$ cat src/rtl/wb_port_arbiter.sv
// Register-file write-port arbiter between writeback and the divider FIFO.
// Optional same-cycle divider bypass: define WB_PORT_ARB_BYPASS_EN.
module wb_port_arbiter #(
  parameter int DEPTH    = 2,
  parameter int MAX_WAIT = 4
) (
  input  logic        clk,
  input  logic        rst_n,
  input  logic        RegWriteW,
  input  logic [4:0]  RdW,
  input  logic [31:0] ResultW,
  input  logic        DivIssue,
  input  logic [4:0]  DivIssueRd,
  input  logic        DivValid,
  input  logic [4:0]  DivRd,
  input  logic [31:0] DivResult,
  output logic        DivReady,
  output logic        StallW,
  output logic [31:0] BusyMask,
  output logic        RegWriteOut,
  output logic [4:0]  RdOut,
  output logic [31:0] WDOut
);

  localparam int PW = (DEPTH > 1) ? $clog2(DEPTH) : 1;
  localparam int CW = PW + 1;

  logic [4:0]    fifoRd   [DEPTH];
  logic [31:0]   fifoData [DEPTH];
  logic [PW-1:0] rdPtr;
  logic [PW-1:0] wrPtr;
  logic [CW-1:0] count;
  logic [CW-1:0] countNext;
  logic [3:0]    waitCnt;
  logic [3:0]    waitNext;
  logic [31:0]   busyQ;
  logic [31:0]   busyNext;
  logic [31:0]   setMask;
  logic [31:0]   clrMask;

  logic        pipeReq;
  logic        empty;
  logic        full;
  logic        push;
  logic        pop;
  logic        bypass;
  logic        forceDrain;
  logic [4:0]  headRd;
  logic [31:0] headData;

  assign pipeReq    = RegWriteW && (RdW != 5'd0);
  assign empty      = (count == '0);
  assign full       = (count == CW'(DEPTH));
  assign DivReady   = !full;
  assign headRd     = fifoRd[rdPtr];
  assign headData   = fifoData[rdPtr];
  assign forceDrain = (waitCnt == 4'(MAX_WAIT)) || full;

`ifdef WB_PORT_ARB_BYPASS_EN
  assign bypass = empty && !pipeReq && DivValid
               && (DivRd != 5'd0);
`else
  assign bypass = 1'b0;
`endif

  // x0 results are acknowledged but never stored
  assign push = DivValid && !full
             && (DivRd != 5'd0) && !bypass;

  always_comb begin
    pop         = 1'b0;
    StallW      = 1'b0;
    RegWriteOut = 1'b0;
    RdOut       = 5'd0;
    WDOut       = 32'd0;
    waitNext    = waitCnt;
    unique case (1'b1)
      empty: begin
        waitNext = 4'd0;
        if (bypass) begin
          RegWriteOut = 1'b1;
          RdOut       = DivRd;
          WDOut       = DivResult;
        end else if (pipeReq) begin
          RegWriteOut = 1'b1;
          RdOut       = RdW;
          WDOut       = ResultW;
        end
      end
      (!empty && !pipeReq): begin
        pop         = 1'b1;
        RegWriteOut = 1'b1;
        RdOut       = headRd;
        WDOut       = headData;
        waitNext    = 4'd0;
      end
      (!empty && pipeReq && forceDrain): begin
        pop         = 1'b1;
        StallW      = 1'b1;
        RegWriteOut = 1'b1;
        RdOut       = headRd;
        WDOut       = headData;
        waitNext    = 4'd0;
      end
      (!empty && pipeReq && !forceDrain): begin
        RegWriteOut = 1'b1;
        RdOut       = RdW;
        WDOut       = ResultW;
        waitNext    = waitCnt + 4'd1;
      end
      default: begin
        waitNext = waitCnt;
      end
    endcase
  end

  always_comb begin
    countNext = count;
    unique case ({push, pop})
      2'b10:   countNext = count + CW'(1);
      2'b01:   countNext = count - CW'(1);
      default: countNext = count;
    endcase
  end

  // set beats clear on the same bit
  always_comb begin
    setMask = 32'd0;
    clrMask = 32'd0;
    if (DivIssue && (DivIssueRd != 5'd0))
      setMask = 32'd1 << DivIssueRd;
    if (pop)
      clrMask = clrMask | (32'd1 << headRd);
    if (bypass)
      clrMask = clrMask | (32'd1 << DivRd);
    busyNext = ((busyQ & ~clrMask) | setMask)
             & ~32'd1;
  end

  assign BusyMask = busyQ;

  always_ff @(posedge clk) begin
    if (push) begin
      fifoRd[wrPtr]   <= DivRd;
      fifoData[wrPtr] <= DivResult;
    end
  end

  always_ff @(posedge clk) begin
    if (!rst_n) begin
      rdPtr   <= '0;
      wrPtr   <= '0;
      count   <= '0;
      waitCnt <= 4'd0;
      busyQ   <= 32'd0;
    end else begin
      if (push)
        wrPtr <= wrPtr + PW'(1);
      if (pop)
        rdPtr <= rdPtr + PW'(1);
      count   <= countNext;
      waitCnt <= waitNext;
      busyQ   <= busyNext;
    end
  end

endmodule

$ cat config.mk
export PLATFORM = sky130hd
export DESIGN_NAME = wb_port_arbiter
export DESIGN_NICKNAME = d
export VERILOG_FILES = /design/src/rtl/wb_port_arbiter.sv
export SDC_FILE = /design/constraint.sdc
export NUM_CORES = 1
export LEC_CHECK = 0
export ABC_AREA = 1
export CAP_MARGIN = 30
export CORE_MARGIN = 1
export CORE_UTILIZATION = 51
export DETAILED_ROUTE_END_ITERATION = 6
export GPL_ROUTABILITY_DRIVEN = 1
export PLACE_DENSITY = 0.86
export SYNTH_ARGS = -nofsm -noshare
export SYNTH_HDL_FRONTEND = slang
export SYNTH_SLANG_ARGS = --single-unit
$ cat constraint.sdc
create_clock -name clk -period 5.27 [get_ports clk]
set_input_delay 1.054 -clock clk [delete_from_list [all_inputs] [get_ports clk]]
set_output_delay 1.054 -clock clk [all_outputs]
set_load 0.01 [all_outputs]
==> flow_metrics.py <==
metrics = {
    "cells_and_area": {
        "nets": 809,
        "finish.utilization_pct": 76.0,
        "drive_gt1_share_pct": 10.7,
        "num_antenna_cells": 0,
        "final_cell_count_no_fill": 868,
        "fillerInstances": 636,
        "area.growth.synth_to_final_pct": 44.2,
    },
    "synthesis": {
        "synth_async_sr_flop_share_pct": 0,
        "synthTopCellsByArea": "edfxtp_1, dfxtp_1, nand2_1",
        "post_synth_most_frequent_cells": "nand2_1, edfxtp_1, o21ai_0, nand3_1, nor2_1",
        "netlist.top_cell.by_area": "edfxtp_1",
        "post_synth_inst_count": 574,
        "synth_edf_count": 74,
        "synth_seq_area_share_pct": 58.7,
        "synth_cell_types": 27,
        "synthDominantCellAreaShare_pct": 43.1,
        "synthesis.nets": 661,
        "synth.most_common_cell": "nand2_1",
        "ys.flop_type": "edfxtp_1",
        "synthesis_warning_total": 0,
        "synth.avg_cell_area_um2": 8.97,
        "post_synthesis_register_bit_count": 114,
        "synthesis.area_um2": 5150,
    },
    "setup_path": {
        "cp.depth": 8,
        "crit_buf_inv": 4,
        "cell_by_cell_trace_of_the_critical_path": "clkdlybuf4s50_1, inv_1, nand3_1, nand2_1, inv_2, nand3_1, o21ai_0, clkdlybuf4s50_1",
        "worstSetupEndpointType": "output pin",
        "critPathTopFamily": "buffers and inverters",
        "worst-r2r-cell-count": 8,
        "crit_path_start_kind": "input pin",
        "crit_type": "input pin to output pin",
        "worst_path_max_delay_cell": "clkdlybuf4s50_1",
        "critical_path_required_ns": 4.22,
        "cp_slowest_stage_delay_ns": 0.60,
        "crit_arrival_ns": 3.25,
        "critPathMaxFanout": 37,
    },
    "pwr": {
        "leakagePower_nw": 2.60,
        "power.density_cell_area_nw_per_um2": 455,
        "ir_drop_worst_vdd_uv": 292,
    },
    "placed_design": {
        "worst_slack_placed_ns": 0.994,
        "place.detailed.hpwl_mm": 10.2,
        "number_of_port_buffers": 154,
        "routability_congestion": 0.873,
        "place.detailed.instances": 836,
    },
    "timing": {
        "totalNegativeSetupSlack_ns": 0,
        "period_share_pct": 81.7,
        "setup_viol_count_final": 0,
        "rsz0062_at_grt": "false",
        "relSlewSlack_pct": 37.2,
        "max_slew.worst_pin.slew_ns": 0.941,
        "timing.final.ws_setup_ns": 0.966,
        "final.setup_skew_ns": 0.00638,
        "slew_viol_final": 0,
        "period_needed_ns": 4.30,
        "max_freq_mhz": 232,
        "report.final.hold_viol_count": 0,
    },
    "global_routing": {
        "globalRouteOverflowTotal": 0,
        "total_track_usage_pct": 30.9,
        "grt_busiest_layer": "met2",
        "first_global_vias": 4874,
        "gr-usage-met1_pct": 33.6,
        "global_route.usage.met2_pct": 54.3,
        "grt_antenna_before_repair": 0,
        "use_met3_pct": 9.49,
        "wire_length_of_the_first_global_routing_pass_mm": 23.9,
        "grt_start_max_net_pins": 42,
    },
    "cts": {
        "cts_buffer_depth": 2,
        "h-tree-depth": 4,
        "cts_tree": "built",
        "post_cts.repair.setup_buffers": 0,
        "cts-hold-fix-buffers": 0,
        "numCtsBuffers": 17,
        "clk_latency_ns": 0.51,
        "clk_pin_slew_worst_paths_ns": 0.06,
        "root_buffer": "clkbuf_8",
        "cts_num_sinks": 114,
        "cts.repair.resized": 0,
    },
    "detailed_routing": {
        "wire_per_inst_um": 17.7,
        "detail_route.wirelength_mm": 15.4,
        "number_of_remaining_drc_errors": 0,
        "detailedRoute.firstPassIterationCount": 5,
        "initialDrtViolationCount": 400,
        "dr_total_vias": 4893,
        "drtAntennaViolNets": 0,
        "viasPerCell": 5.64,
    },
    "floorplan": {
        "floorplan.die_area_um2": 10500,
        "start_util_pct": 52.7,
        "placement_rows": 36,
        "die_width_um": 102,
        "core_area_um2": 9770,
        "fp.dieH_um": 102,
        "pin_count": 156,
    },
    "flow_run": {
        "max-cap-violations": 0,
    },
    "min_path": {
        "timing.hold.worst.class": "register to register",
        "hold-path-cell-count": 2,
    },
    "status": {
        "status": "completed",
    },
}
[per-stage QoR]
step | power (mW) | hold slack, ns | cell area, um^2
floorplan | 1.70 | 0.425 | 5150
global placement | 2.12 | 0.436 | 6750
detailed placement | 2.19 | 0.450 | 6820
CTS | 3.37 | 0.462 | 7420
global route | 3.51 | 0.479 | 7420
finish | 3.38 | 0.460 | 7420
[tightest hold or removal path: cells and delay by family, from the launching register on]
family / cells / cell delay, ns
compound gates: 1 / 0.05
simple gates: 1 / 0.06
flops: 1 / 0.31
[sequential cells by signal, indices dropped and copies added, names as in the netlist, named ones only]
name / count
fifoRd: 10
rdPtr: 1
fifoData: 64
wrPtr: 1
count: 2
waitCnt: 4
BusyMask: 31
[placed cells by master (no fill, tap or decap)]
master	n
a21oi_1	37
buf_12	2
buf_16	1
buf_4	2
bufinv_16	4
clkbuf_16	16
clkbuf_8	1
clkdlybuf4s50_1	154
clkinv_1	1
clkinv_2	3
clkinvlp_4	7
conb_1	1
dfxtp_1	40
edfxtp_1	74
ha_1	3
inv_1	23
inv_2	4
nand2_1	120
nand3_1	61
nand3b_1	1
nand4_1	5
nor2_1	58
nor2_2	1
nor2_4	3
nor3_1	1
o21ai_0	72
o21ai_1	2
o21ai_2	3
or2_1	1
or2_2	32
xnor2_1	1
xor2_1	1
[where the power goes]
part | switching [mW] | internal, mW
clock network | 0.407 | 0.761
logic | 0.662 | 0.425
registers | 0.0497 | 1.07
total | 1.12 | 2.26
[worst paths after layout]
path                                              start                      end  slack [ns]
worst max-delay path                             RdW[0]                 WDOut[9]        0.97
worst min-delay path            BusyMask[22]$_SDFF_PN0_  BusyMask[22]$_SDFF_PN0_        0.46
worst max register to register                 register  BusyMask[11]$_SDFF_PN0_        2.51
worst min register to register  BusyMask[22]$_SDFF_PN0_  BusyMask[22]$_SDFF_PN0_        0.46
[area by class of cell]
type	instances	area [um^2]	share of cell area, %
clock buffer	17	414	5.58
clock inverter	15	191	2.58
inverter	27	101	1.37
multi-input combinational	403	1900	25.6
sequential	114	3020	40.7
tap	133	166	2.24
timing repair buffer	159	1620	21.9
[routing by layer]
metal | wire length (um) | vias to the layer above
met4 | 601 | 0
met1 | 5550 | 2294
met2 | 7920 | 295
li1 | - | 2254
met5 | 0 | -
met3 | 1290 | 50
[cell families (layout without fill, tap and decap cells)]
kind of cell / Yosys count / after routing / share of synthesized area [%]
and+or+nand+nor: 283 / 283 / 24.2
AOI/OAI and AO/OA: 114 / 114 / 11.3
DFF: 114 / 114 / 58.7
buffers and inverters: 57 / 218 / 4.62
adders and majority gates: 3 / 3 / 0.729
xor gates and xnor gates: 2 / 2 / 0.340
other: 1 / 1 / 0.0728
Note: power is estimated with default switching activity, not from simulation.
